**config.mk**
```make
export PLATFORM = sky130hd
export DESIGN_NAME = evu_ctrl
export DESIGN_NICKNAME = d
export VERILOG_FILES = /design/src/rtl/ariane_pkg.sv /design/src/rtl/evu_cnt_slot.sv /design/src/rtl/evu_ctrl.sv
export SDC_FILE = /design/constraint.sdc
export NUM_CORES = 1
export LEC_CHECK = 0
export BUFFER_PORTS_ARGS = -buffer_cell sky130_fd_sc_hd__buf_2
export CORE_ASPECT_RATIO = 1.2
export CORE_UTILIZATION = 50
export CTS_CLUSTER_DIAMETER = 120
export DETAILED_ROUTE_END_ITERATION = 6
export GPL_ROUTABILITY_DRIVEN = 0
export PLACE_DENSITY = 0.66
export SYNTH_ARGS = -nofsm -noshare
export SYNTH_HDL_FRONTEND = slang
export SYNTH_HIERARCHICAL = 1
export SYNTH_SLANG_ARGS = --single-unit
```
**constraint.sdc**
```tcl
create_clock -name clk_i -period 3 [get_ports clk_i]
set_input_delay 0 -clock clk_i [delete_from_list [all_inputs] [get_ports clk_i]]
set_output_delay 0 -clock clk_i [all_outputs]
set_load 0.02 [all_outputs]
```
**src/rtl/ariane_pkg.sv**
```systemverilog
// rtl/ariane_pkg.sv - shared constants, config struct and FSM states for the event unit
package ariane_pkg;

  // Default number of counter slots, one per evu_mux instance
  localparam int unsigned NR_EVU_CNT_DEFAULT = 4;

  // Register address map
  localparam logic [3:0] EVU_ADDR_CNT0   = 4'h0;
  localparam logic [3:0] EVU_ADDR_CFG0   = 4'h4;
  localparam logic [3:0] EVU_ADDR_STATUS = 4'h8;
  localparam logic [3:0] EVU_ADDR_CTRL   = 4'h9;

  // Per-slot config register layout (bits[5:0] of the written word)
  typedef struct packed {
    logic       irq_en;
    logic       enable;
    logic [3:0] sel;
  } evu_cfg_t;

  // Controller states
  typedef enum logic [1:0] {
    EVU_IDLE  = 2'd0,
    EVU_RUN   = 2'd1,
    EVU_CLEAR = 2'd2
  } evu_state_e;

endpackage

```
**src/rtl/evu_cnt_slot.sv**
```systemverilog
// rtl/evu_cnt_slot.sv - one event counter slot: counter, config, sel-change blanking, overflow flag
module evu_cnt_slot
  import ariane_pkg::*;
#(
  parameter int unsigned CNT_W = 64
) (
  input  logic             clk_i,
  input  logic             rst_ni,
  input  logic             i_run,
  input  logic             i_clear,
  input  logic             i_debug_mode,
  input  logic             i_event,
  input  logic             i_cnt_we,
  input  logic             i_cfg_we,
  input  logic             i_sts_w1c,
  input  logic [CNT_W-1:0] i_wdata,
  output logic [CNT_W-1:0] o_cnt,
  output evu_cfg_t         o_cfg,
  output logic             o_sts
);

  logic [CNT_W-1:0] r_cnt;
  evu_cfg_t         r_cfg;
  logic [1:0]       r_blank;
  logic             r_sts;

  evu_cfg_t         w_cfg_new;
  logic             w_sel_change;
  logic             w_inc;
  logic             w_wrap;

  assign w_cfg_new    = evu_cfg_t'(i_wdata[5:0]);
  assign w_sel_change = i_cfg_we && (w_cfg_new.sel != r_cfg.sel);
  assign w_inc        = i_run && r_cfg.enable && i_event && !i_debug_mode && (r_blank == 2'd0);
  // A software write wins over the increment, so it also suppresses the wrap flag
  assign w_wrap       = w_inc && !i_cnt_we && (&r_cnt);

  // Counter: clear, then software load, then event increment (wraps naturally)
  always_ff @(posedge clk_i or negedge rst_ni) begin
    if (!rst_ni) begin
      r_cnt <= '0;
    end else if (i_clear) begin
      r_cnt <= '0;
    end else if (i_cnt_we) begin
      r_cnt <= i_wdata;
    end else if (w_inc) begin
      r_cnt <= r_cnt + {{(CNT_W-1){1'b0}}, 1'b1};
    end
  end

  // Config register; sel feeds the evu_mux straight from this flop
  always_ff @(posedge clk_i or negedge rst_ni) begin
    if (!rst_ni) begin
      r_cfg <= '0;
    end else if (i_cfg_we) begin
      r_cfg <= w_cfg_new;
    end
  end

  // Blank counting for two cycles after a sel change while the mux output settles
  always_ff @(posedge clk_i or negedge rst_ni) begin
    if (!rst_ni) begin
      r_blank <= 2'd0;
    end else if (w_sel_change) begin
      r_blank <= 2'd2;
    end else if (r_blank != 2'd0) begin
      r_blank <= r_blank - 2'd1;
    end
  end

  // Overflow flag: W1C, but a same-edge overflow keeps it set
  always_ff @(posedge clk_i or negedge rst_ni) begin
    if (!rst_ni) begin
      r_sts <= 1'b0;
    end else if (i_clear) begin
      r_sts <= 1'b0;
    end else begin
      r_sts <= (r_sts && !i_sts_w1c) || w_wrap;
    end
  end

  assign o_cnt = r_cnt;
  assign o_cfg = r_cfg;
  assign o_sts = r_sts;

endmodule

```
**src/rtl/evu_ctrl.sv**
```systemverilog
// rtl/evu_ctrl.sv - event unit controller: register port, run/clear FSM, counter slots, overflow irq
module evu_ctrl
  import ariane_pkg::*;
#(
  parameter int unsigned NR_EVU_CNT = NR_EVU_CNT_DEFAULT,
  parameter int unsigned CNT_W      = 64
) (
  input  logic                       clk_i,
  input  logic                       rst_ni,
  input  logic                       cfg_req_i,
  input  logic                       cfg_we_i,
  input  logic [3:0]                 cfg_addr_i,
  input  logic [CNT_W-1:0]           cfg_wdata_i,
  output logic                       cfg_gnt_o,
  output logic                       cfg_rvalid_o,
  output logic [CNT_W-1:0]           cfg_rdata_o,
  output logic [NR_EVU_CNT-1:0][3:0] evu_sel_o,
  input  logic [NR_EVU_CNT-1:0]      evu_event_i,
  input  logic                       debug_mode_i,
  output logic                       ovf_irq_o
);

  evu_state_e       r_state;
  evu_state_e       w_state_next;
  logic             r_global_en;
  logic             r_rvalid;
  logic [CNT_W-1:0] r_rdata;
  logic             r_irq;

  logic             w_wr;
  logic             w_ctrl_we;
  logic             w_gen_next;
  logic             w_run;
  logic             w_clearing;
  logic [CNT_W-1:0] w_rdata;

  logic [NR_EVU_CNT-1:0] w_cnt_we;
  logic [NR_EVU_CNT-1:0] w_cfg_we;
  logic [NR_EVU_CNT-1:0] w_sts_w1c;
  logic [NR_EVU_CNT-1:0] w_sts;
  logic [NR_EVU_CNT-1:0] w_irq_en;
  logic [CNT_W-1:0]      w_cnt [NR_EVU_CNT];
  evu_cfg_t              w_cfg [NR_EVU_CNT];

  assign cfg_gnt_o  = cfg_req_i;
  assign w_wr       = cfg_req_i && cfg_we_i;
  assign w_ctrl_we  = w_wr && (cfg_addr_i == EVU_ADDR_CTRL);
  assign w_gen_next = w_ctrl_we ? cfg_wdata_i[0] : r_global_en;
  assign w_run      = (r_state == EVU_RUN);
  assign w_clearing = (r_state == EVU_CLEAR);

  // Global enable flop; clear_all is a strobe and is never stored
  always_ff @(posedge clk_i or negedge rst_ni) begin
    if (!rst_ni) begin
      r_global_en <= 1'b0;
    end else if (w_ctrl_we) begin
      r_global_en <= cfg_wdata_i[0];
    end
  end

  // FSM state register
  always_ff @(posedge clk_i or negedge rst_ni) begin
    if (!rst_ni) begin
      r_state <= EVU_IDLE;
    end else begin
      r_state <= w_state_next;
    end
  end

  // Next state: follow global enable, one-cycle CLEAR on a clear_all write from any state
  always_comb begin
    w_state_next = r_state;
    case (r_state)
      EVU_IDLE:  if (w_gen_next)  w_state_next = EVU_RUN;
      EVU_RUN:   if (!w_gen_next) w_state_next = EVU_IDLE;
      EVU_CLEAR: w_state_next = w_gen_next ? EVU_RUN : EVU_IDLE;
      default:   w_state_next = EVU_IDLE;
    endcase
    if (w_ctrl_we && cfg_wdata_i[1]) begin
      w_state_next = EVU_CLEAR;
    end
  end

  for (genvar g = 0; g < NR_EVU_CNT; g++) begin : g_slot
    assign w_cnt_we[g]  = w_wr && (g < 4) && (cfg_addr_i == EVU_ADDR_CNT0 + 4'(g));
    assign w_cfg_we[g]  = w_wr && (g < 4) && (cfg_addr_i == EVU_ADDR_CFG0 + 4'(g));
    assign w_sts_w1c[g] = w_wr && (cfg_addr_i == EVU_ADDR_STATUS) && cfg_wdata_i[g];
    assign w_irq_en[g]  = w_cfg[g].irq_en;
    assign evu_sel_o[g] = w_cfg[g].sel;

    evu_cnt_slot #(
      .CNT_W (CNT_W)
    ) u_slot (
      .clk_i        (clk_i),
      .rst_ni       (rst_ni),
      .i_run        (w_run),
      .i_clear      (w_clearing),
      .i_debug_mode (debug_mode_i),
      .i_event      (evu_event_i[g]),
      .i_cnt_we     (w_cnt_we[g]),
      .i_cfg_we     (w_cfg_we[g]),
      .i_sts_w1c    (w_sts_w1c[g]),
      .i_wdata      (cfg_wdata_i),
      .o_cnt        (w_cnt[g]),
      .o_cfg        (w_cfg[g]),
      .o_sts        (w_sts[g])
    );
  end

  // Read data for the current access; writes and unmapped addresses return 0.
  // During CLEAR the counters and status already read as zero.
  always_comb begin
    w_rdata = '0;
    if (cfg_req_i && !cfg_we_i) begin
      for (int i = 0; i < int'(NR_EVU_CNT); i++) begin
        if (i < 4 && cfg_addr_i == EVU_ADDR_CNT0 + 4'(i)) w_rdata = w_clearing ? '0 : w_cnt[i];
        if (i < 4 && cfg_addr_i == EVU_ADDR_CFG0 + 4'(i)) w_rdata = CNT_W'(w_cfg[i]);
      end
      if (cfg_addr_i == EVU_ADDR_STATUS) w_rdata = w_clearing ? '0 : CNT_W'(w_sts);
      if (cfg_addr_i == EVU_ADDR_CTRL)   w_rdata = CNT_W'(r_global_en);
    end
  end

  // Response one cycle after every granted access; reset drops anything pending
  always_ff @(posedge clk_i or negedge rst_ni) begin
    if (!rst_ni) begin
      r_rvalid <= 1'b0;
      r_rdata  <= '0;
    end else begin
      r_rvalid <= cfg_req_i;
      r_rdata  <= w_rdata;
    end
  end

  // Interrupt registered from the current status and irq enables
  always_ff @(posedge clk_i or negedge rst_ni) begin
    if (!rst_ni) begin
      r_irq <= 1'b0;
    end else begin
      r_irq <= |(w_sts & w_irq_en);
    end
  end

  assign cfg_rvalid_o = r_rvalid;
  assign cfg_rdata_o  = r_rdata;
  assign ovf_irq_o    = r_irq;

endmodule
```
==> flow_summary_export.csv, run 1 <==
group,metric,value,unit
status,status,"finished, violations left",
status,violations,"DRC, hold timing",
place,dp.cells,3332,
logic_synthesis,syn_area,23500,um^2
sta,hold_violations,6,
detailed_routing,routedWlPerCell,28.7,um
finish,syn_to_final_growth,16.5,%
floorplan,start_util,50.9,%
worst_setup_path,critical_path_required,3.48,ns
sta,rsz0062_at_grt,"false",
worst_setup_path,crit_slowest_cell,"or4_1",
detailed_routing,first_pass_iters,7,
clocking,cts_htree_levels,2,
logic_synthesis,async_reset_ff_share,100,%
job,drv_cap,0,
logic_synthesis,synth-edff-count,0,
power,p_per_area,604,nW/um^2
worst_setup_path,cp_cell_sequence,"nor2b_1, buf_12, and4_1, nand2_2, or4_1, buf_4, or4_1, o211a_1",
global_route,use_met1,50.3,%
global_route,grtUsageMet3,9.19,%
finish,nNetsFinal,2917,
floorplan,ios,160,
power,p_leak,10.7,nW
power,total_power,16.5,mW
global_route,grt_max_degree,102,
clocking,worstSkewPairLatency,0.60,ns
power,power.switching,5.70,mW
logic_synthesis,synth_cell_types,78,
global_route,top_usage_layer,"met2",
clocking,clk_pin_slew,0.06,ns
finish,post-route-util,59.3,%
floorplan,die_w,200,um
detailed_routing,drt_first_iter_violations,2787,
sta,fin_ws,0.172,ns
place,io_buffers,159,
logic_synthesis,syn_nets,2708,
logic_synthesis,ys_ff_latch,361,
power,ir_worst_vdd,0.429,mV
clocking,clock_sinks,361,
power,intPower,10.8,mW
finish,final_cells,3481,
detailed_routing,drc,7,
place,hpwl,70.6,mm
worst_setup_path,worst-path-buf-inv,2,
sta,fmax,354,MHz
worst_setup_path,crit_path_max_fanout,24,
worst_setup_path,setup.worst_path.class,"reg2reg",
finish,stdcell_area,27400,um^2
worst_setup_path,slowest_delay,0.53,ns
power,seqPwrFrac,45.2,%
place,place_area,25100,um^2
sta,hold-worst-slack,-0.0159,ns
detailed_routing,drt-total-wl,99.8,mm
global_route,grt_pass1_vias,24000,
sta,fin_setup_tns,0,ns
sta,fin_crit_sh,94.3,%
worst_setup_path,crit_family,"simple AND/OR/NAND/NOR gates",
sta,fin_skew,0.0230,ns
sta,setup_viol,0,
floorplan,core_area,46200,um^2
detailed_routing,postRouteAntennaNets,0,
global_route,grt_pass1_wl,150,mm
logic_synthesis,synth-main-ff-cell,"dfrtp_1",
worst_setup_path,cpMostUsedCell,"or4_1",
power,swShare,34.5,%
clocking,cts_buffer_depth,3,
logic_synthesis,syn_avg_cell_area,8.96,um^2
worst_setup_path,end_kind,"flop",
hold_path,min-delay-path-class,"in2async",
finish,fillCellCount,4033,
finish,final_layout_size_suffix_gt1_share,14.6,%
floorplan,dieArea,47900,um^2
logic_synthesis,yosysSeqAreaShare,38.5,%
global_route,antenna_found_initial,2,
worst_setup_path,startpoint_type,"flop",
power,pwr-share-clk,34.5,%
sta,fin_crit,2.83,ns
logic_synthesis,syn_inst,2623,
place,place_ws,0.153,ns
sta,slew_viol_final,0,
global_route,overflow,0,
detailed_routing,vias,24900,
clocking,root_buffer,"clkbuf_16",
detailed_routing,viasPerCell,7.15,
power,p_comb_share,20.3,%
floorplan,die_y,239,um
floorplan,rows,86,
worst_setup_path,arrival,3.30,ns
sta,slew_headroom,39.3,%
logic_synthesis,yosysWarnings,6,
global_route,grtUsageTotal,42.2,%
sta,tightestPinTransition,0.910,ns
global_route,grtUsageMet2,63.4,%
clocking,cts_tree,"built",
clocking,numCtsBuffers,41,
cell type report:
cell class / instances / area, um^2 / share of cell area [%]
antenna: 1 / 2.50 / 0.00914
clock buffer: 59 / 1230 / 4.48
clock inverter: 16 / 265 / 0.969
inverter: 78 / 298 / 1.09
multi-input combinational: 2005 / 13300 / 48.7
sequential: 361 / 9030 / 33.0
tap: 616 / 771 / 2.82
timing repair buffer: 345 / 2440 / 8.92
flip-flops by register name (all words and copies together), names as in the netlist:
signal / flops
ovf_irq_o: 1
cfg_rvalid_o: 1
g_slot.u_slot/o_sts: 4
r_global_en: 1
g_slot.u_slot/o_cfg: 24
g_slot.u_slot/r_blank: 8
r_state: 2
cfg_rdata_o: 64
g_slot.u_slot/o_cnt: 256
cells by family (layout without fill, tap and decap cells):
logic type	count (synthesis)	after routing	share of synthesized area, %
xor gates and xnor gates	117	117	4.36
muxes	41	41	1.94
buffers and inverters	257	498	5.09
AOI/OAI and AO/OA	659	659	21.2
and+or+nand+nor	1180	1180	28.5
other	0	1	0
DFF	361	361	38.5
adders and majority gates	8	8	0.426
layout by cell type, fill, tap and decap left out, types with 52 or more instances in the layout:
cell type | netlist | routed
and4_1 | 72 | 72
nor4_1 | 90 | 85
a22oi_1 | 131 | 131
nand4_1 | 157 | 157
and3_1 | 80 | 80
nand3_1 | 107 | 106
buf_4 | 20 | 110
nand2_1 | 171 | 170
a21oi_1 | 84 | 84
o21ai_0 | 66 | 66
inv_1 | 74 | 73
a311oi_1 | 52 | 52
nor2_1 | 228 | 228
buf_2 | 20 | 158
nor3_1 | 66 | 66
dlygate4sd3_1 | 0 | 71
xnor2_1 | 73 | 73
dfrtp_1 | 361 | 361
a211oi_1 | 89 | 89
per-layer routing:
metal	vias up	part of all wire, %
li1	10700	-
met1	12000	35
met2	1701	44
met3	507	9.6
met4	0	11
met5	-	0
Yosys cell counts (14+ instances only):
cell	number	area, um^2
dfrtp_1	361	9030
nor2_1	228	856
nand2_1	171	642
nand4_1	157	982
a22oi_1	131	983
clkbuf_1	112	420
nand3_1	107	536
nor4_1	90	563
a211oi_1	89	668
a21oi_1	84	420
and3_1	80	500
inv_1	74	278
xnor2_1	73	639
and4_1	72	631
nor3_1	66	330
o21ai_0	66	330
a311oi_1	52	455
nor2b_1	48	300
xor2_1	44	385
a2111oi_0	41	359
o2111a_1	32	360
nand2b_1	25	156
mux2_2	24	270
o31a_1	24	210
or4_1	24	180
or3_1	21	131
buf_2	20	100
buf_4	20	150
o211a_1	20	200
and2_1	16	100
nor4b_1	16	140
o31ai_1	16	120
mux2i_1	14	140
power groups by stage:
| stage | Combinational, mW | Sequential, mW | Clock (mW) |
|---|---|---|---|
| 2_1_floorplan | 2.19 | 6.90 | 0 |
| 3_3_place_gp | 3.09 | 7.39 | 0 |
| 3_5_place_dp | 3.18 | 7.44 | 0 |
| 4_1_cts | 3.28 | 7.36 | 5.73 |
| 5_1_grt | 3.67 | 7.55 | 5.92 |
| 6_report | 3.35 | 7.47 | 5.70 |
repair_timing:
item,4_1_cts,5_1_grt
hold endpoints to repair,498,0
resized for setup,0,2
hold buffers,71,0
setup endpoints to repair,0,5
buffers inserted,0,2
worst paths after layout:
kind | from | endpoint | slack [ns] | cells past startpoint
setup / recovery | r_state[1] | g_slot[1].u_slot/o_cnt[57] | 0.17 | 8
hold / removal | rst_ni | cfg_rdata_o[20] | -0.02 | 2
setup reg to reg | r_state[1] | g_slot[1].u_slot/o_cnt[57] | 0.17 | 8
hold reg to reg | r_state[0] | r_state[0] | 0.45 | 1
max in group asynchronous | rst_ni | g_slot[0].u_slot/o_cfg[4] | 1.97 | 3
min in group clk_i | evu_event_i[0] | g_slot[0].u_slot/o_cnt[1] | 0.05 | 5
(Power assumes the default switching activity.)
==> run 2, diff against run 1 <==
--- a/config.mk
+++ b/config.mk
@@ -12,6 +12,7 @@
 export DETAILED_ROUTE_END_ITERATION = 6
 export GPL_ROUTABILITY_DRIVEN = 0
 export PLACE_DENSITY = 0.66
+export SETUP_SLACK_MARGIN = 0.2
 export SYNTH_ARGS = -nofsm -noshare
 export SYNTH_HDL_FRONTEND = slang
 export SYNTH_HIERARCHICAL = 1
==> flow_summary_export.csv, run 2 (same netlist as run 1, synthesis figures left out) <==
group,metric,value,unit
status,status,"finished, violations left",
status,violations,"hold timing",
global_route,grt_pass1_wl,150,mm
detailed_routing,first_pass_iters,7,
global_route,antenna_found_initial,2,
sta,setup_viol,0,
place,hpwl,70.6,mm
hold_path,min-delay-path-class,"in2async",
floorplan,rows,86,
worst_setup_path,setup.worst_path.class,"reg2reg",
sta,fin_crit,2.73,ns
finish,final_layout_size_suffix_gt1_share,15.0,%
worst_setup_path,arrival,3.25,ns
detailed_routing,postRouteAntennaNets,0,
worst_setup_path,crit_family,"simple AND/OR/NAND/NOR gates",
floorplan,dieArea,47900,um^2
floorplan,core_area,46200,um^2
clocking,cts_tree,"built",
power,p_leak,10.7,nW
finish,final_cell_mix,"dfrtp_1 (361), nor2_1 (227), nand2_1 (170), buf_2 (158), nand4_1 (157)",
clocking,cts_buffer_depth,3,
floorplan,ios,160,
detailed_routing,drc,0,
detailed_routing,viasPerCell,7.16,
sta,slew_headroom,38.6,%
global_route,grtUsageTotal,42.2,%
sta,fin_crit_sh,91.1,%
floorplan,start_util,50.9,%
power,ir_worst_vdd,0.430,mV
sta,fin_setup_tns,0,ns
clocking,worstSkewPairLatency,0.60,ns
clocking,numCtsBuffers,41,
worst_setup_path,critical_path_required,3.52,ns
worst_setup_path,cp_cell_sequence,"nor2b_2, buf_12, nand4_1, nor4_1, nand4_1, buf_4, or4_1, a21oi_1",
worst_setup_path,crit_path_max_fanout,10,
worst_setup_path,crit_slowest_cell,"or4_1",
job,drv_cap,0,
worst_setup_path,worst-path-buf-inv,2,
worst_setup_path,startpoint_type,"flop",
sta,rsz0062_at_grt,"true",
place,io_buffers,159,
global_route,overflow,0,
worst_setup_path,slowest_delay,0.66,ns
clocking,cts_htree_levels,2,
clocking,clk_pin_slew,0.06,ns
detailed_routing,drt_first_iter_violations,2899,
finish,syn_to_final_growth,16.7,%
sta,fmax,366,MHz
worst_setup_path,cpMostUsedCell,"nand4_1",
sta,fin_skew,0.0269,ns
finish,fillCellCount,4026,
place,place_area,25100,um^2
floorplan,die_w,200,um
sta,hold_violations,8,
global_route,grt_pass1_vias,24000,
finish,nNetsFinal,2917,
finish,stdcell_area,27400,um^2
sta,hold-worst-slack,-0.0165,ns
sta,tightestPinTransition,0.921,ns
sta,slew_viol_final,0,
worst_setup_path,end_kind,"flop",
finish,largest_register_ffs,256,
floorplan,die_y,239,um
detailed_routing,routedWlPerCell,28.7,um
global_route,grt_max_degree,102,
detailed_routing,vias,24900,
detailed_routing,drt-total-wl,99.9,mm
finish,final_common_cell,"dfrtp_1",
clocking,clock_sinks,361,
power,p_per_area,603,nW/um^2
clocking,root_buffer,"clkbuf_16",
==> run 2: layout make-up <==
class | count | area [um^2] | share of cell area, %
Clock inverter | 16 | 265 | 0.967
Timing Repair Buffer | 345 | 2450 | 8.92
Multi-Input combinational cell | 2005 | 13400 | 48.8
Inverter | 78 | 298 | 1.09
Tap cell | 616 | 771 | 2.81
Antenna cell | 1 | 2.50 | 0.00913
Sequential cell | 361 | 9030 | 32.9
Clock buffer | 59 | 1230 | 4.47
==> run 2: path summary, 6_finish.rpt <==
path,endpoint,slack (ns),cells after the start,start
worst min register to register,r_state[0],0.45,1,r_state[0]
min in group clk_i,g_slot[3].u_slot/o_cnt[1],0.05,3,debug_mode_i
worst max register to register,g_slot[1].u_slot/o_sts,0.27,8,r_state[1]
worst max-delay path,g_slot[1].u_slot/o_sts,0.27,8,r_state[1]
worst min-delay path,cfg_rdata_o[20],-0.02,2,rst_ni
max in group asynchronous,g_slot[0].u_slot/o_cfg[4],1.96,3,rst_ni
==> run 2: power by group <==
group          internal (mW)  switching (mW)  total (mW)  leakage (nW)
clock                   3.45            2.25        5.69         0.734
sequential              5.78            1.70        7.48          4.49
combinational           1.60            1.76        3.36          5.46
==> run 2: what timing repair did <==
item | 4_1_cts | 5_1_grt
buffers inserted | 0 | 2
hold buffers | 71 | 0
pin swaps | 0 | 1
hold endpoints to repair | 498 | 0
gates resized for setup | 2 | 13
endpoints found under the setup margin | 6 | 36
==> run 2: per-stage QoR <==
stage                     hold slack, ns  total power, mW  util (%)  worst slack, ns  std cells
final                            -0.0165             16.5      59.4            0.266       3481
after global routing              0.0339             17.2      59.4            0.179       3480
after CTS                         0.0119             16.4      59.3            0.197       3478
after global placement           0.00832             10.5      54.5            0.209       3332
after detailed placement         0.00507             10.6      54.5            0.153       3332
after floorplan                   -0.296             9.09         -            0.473       2623
==> run 2: routing by layer <==
metal  global-route usage (%)  wire [um]  up-vias
met5                        0          0        -
met4                     38.5      11100        0
met3                     9.19       9530      515
met2                     63.4      43800     1710
met1                     50.3      35500    12100
li1                         -          -    10700
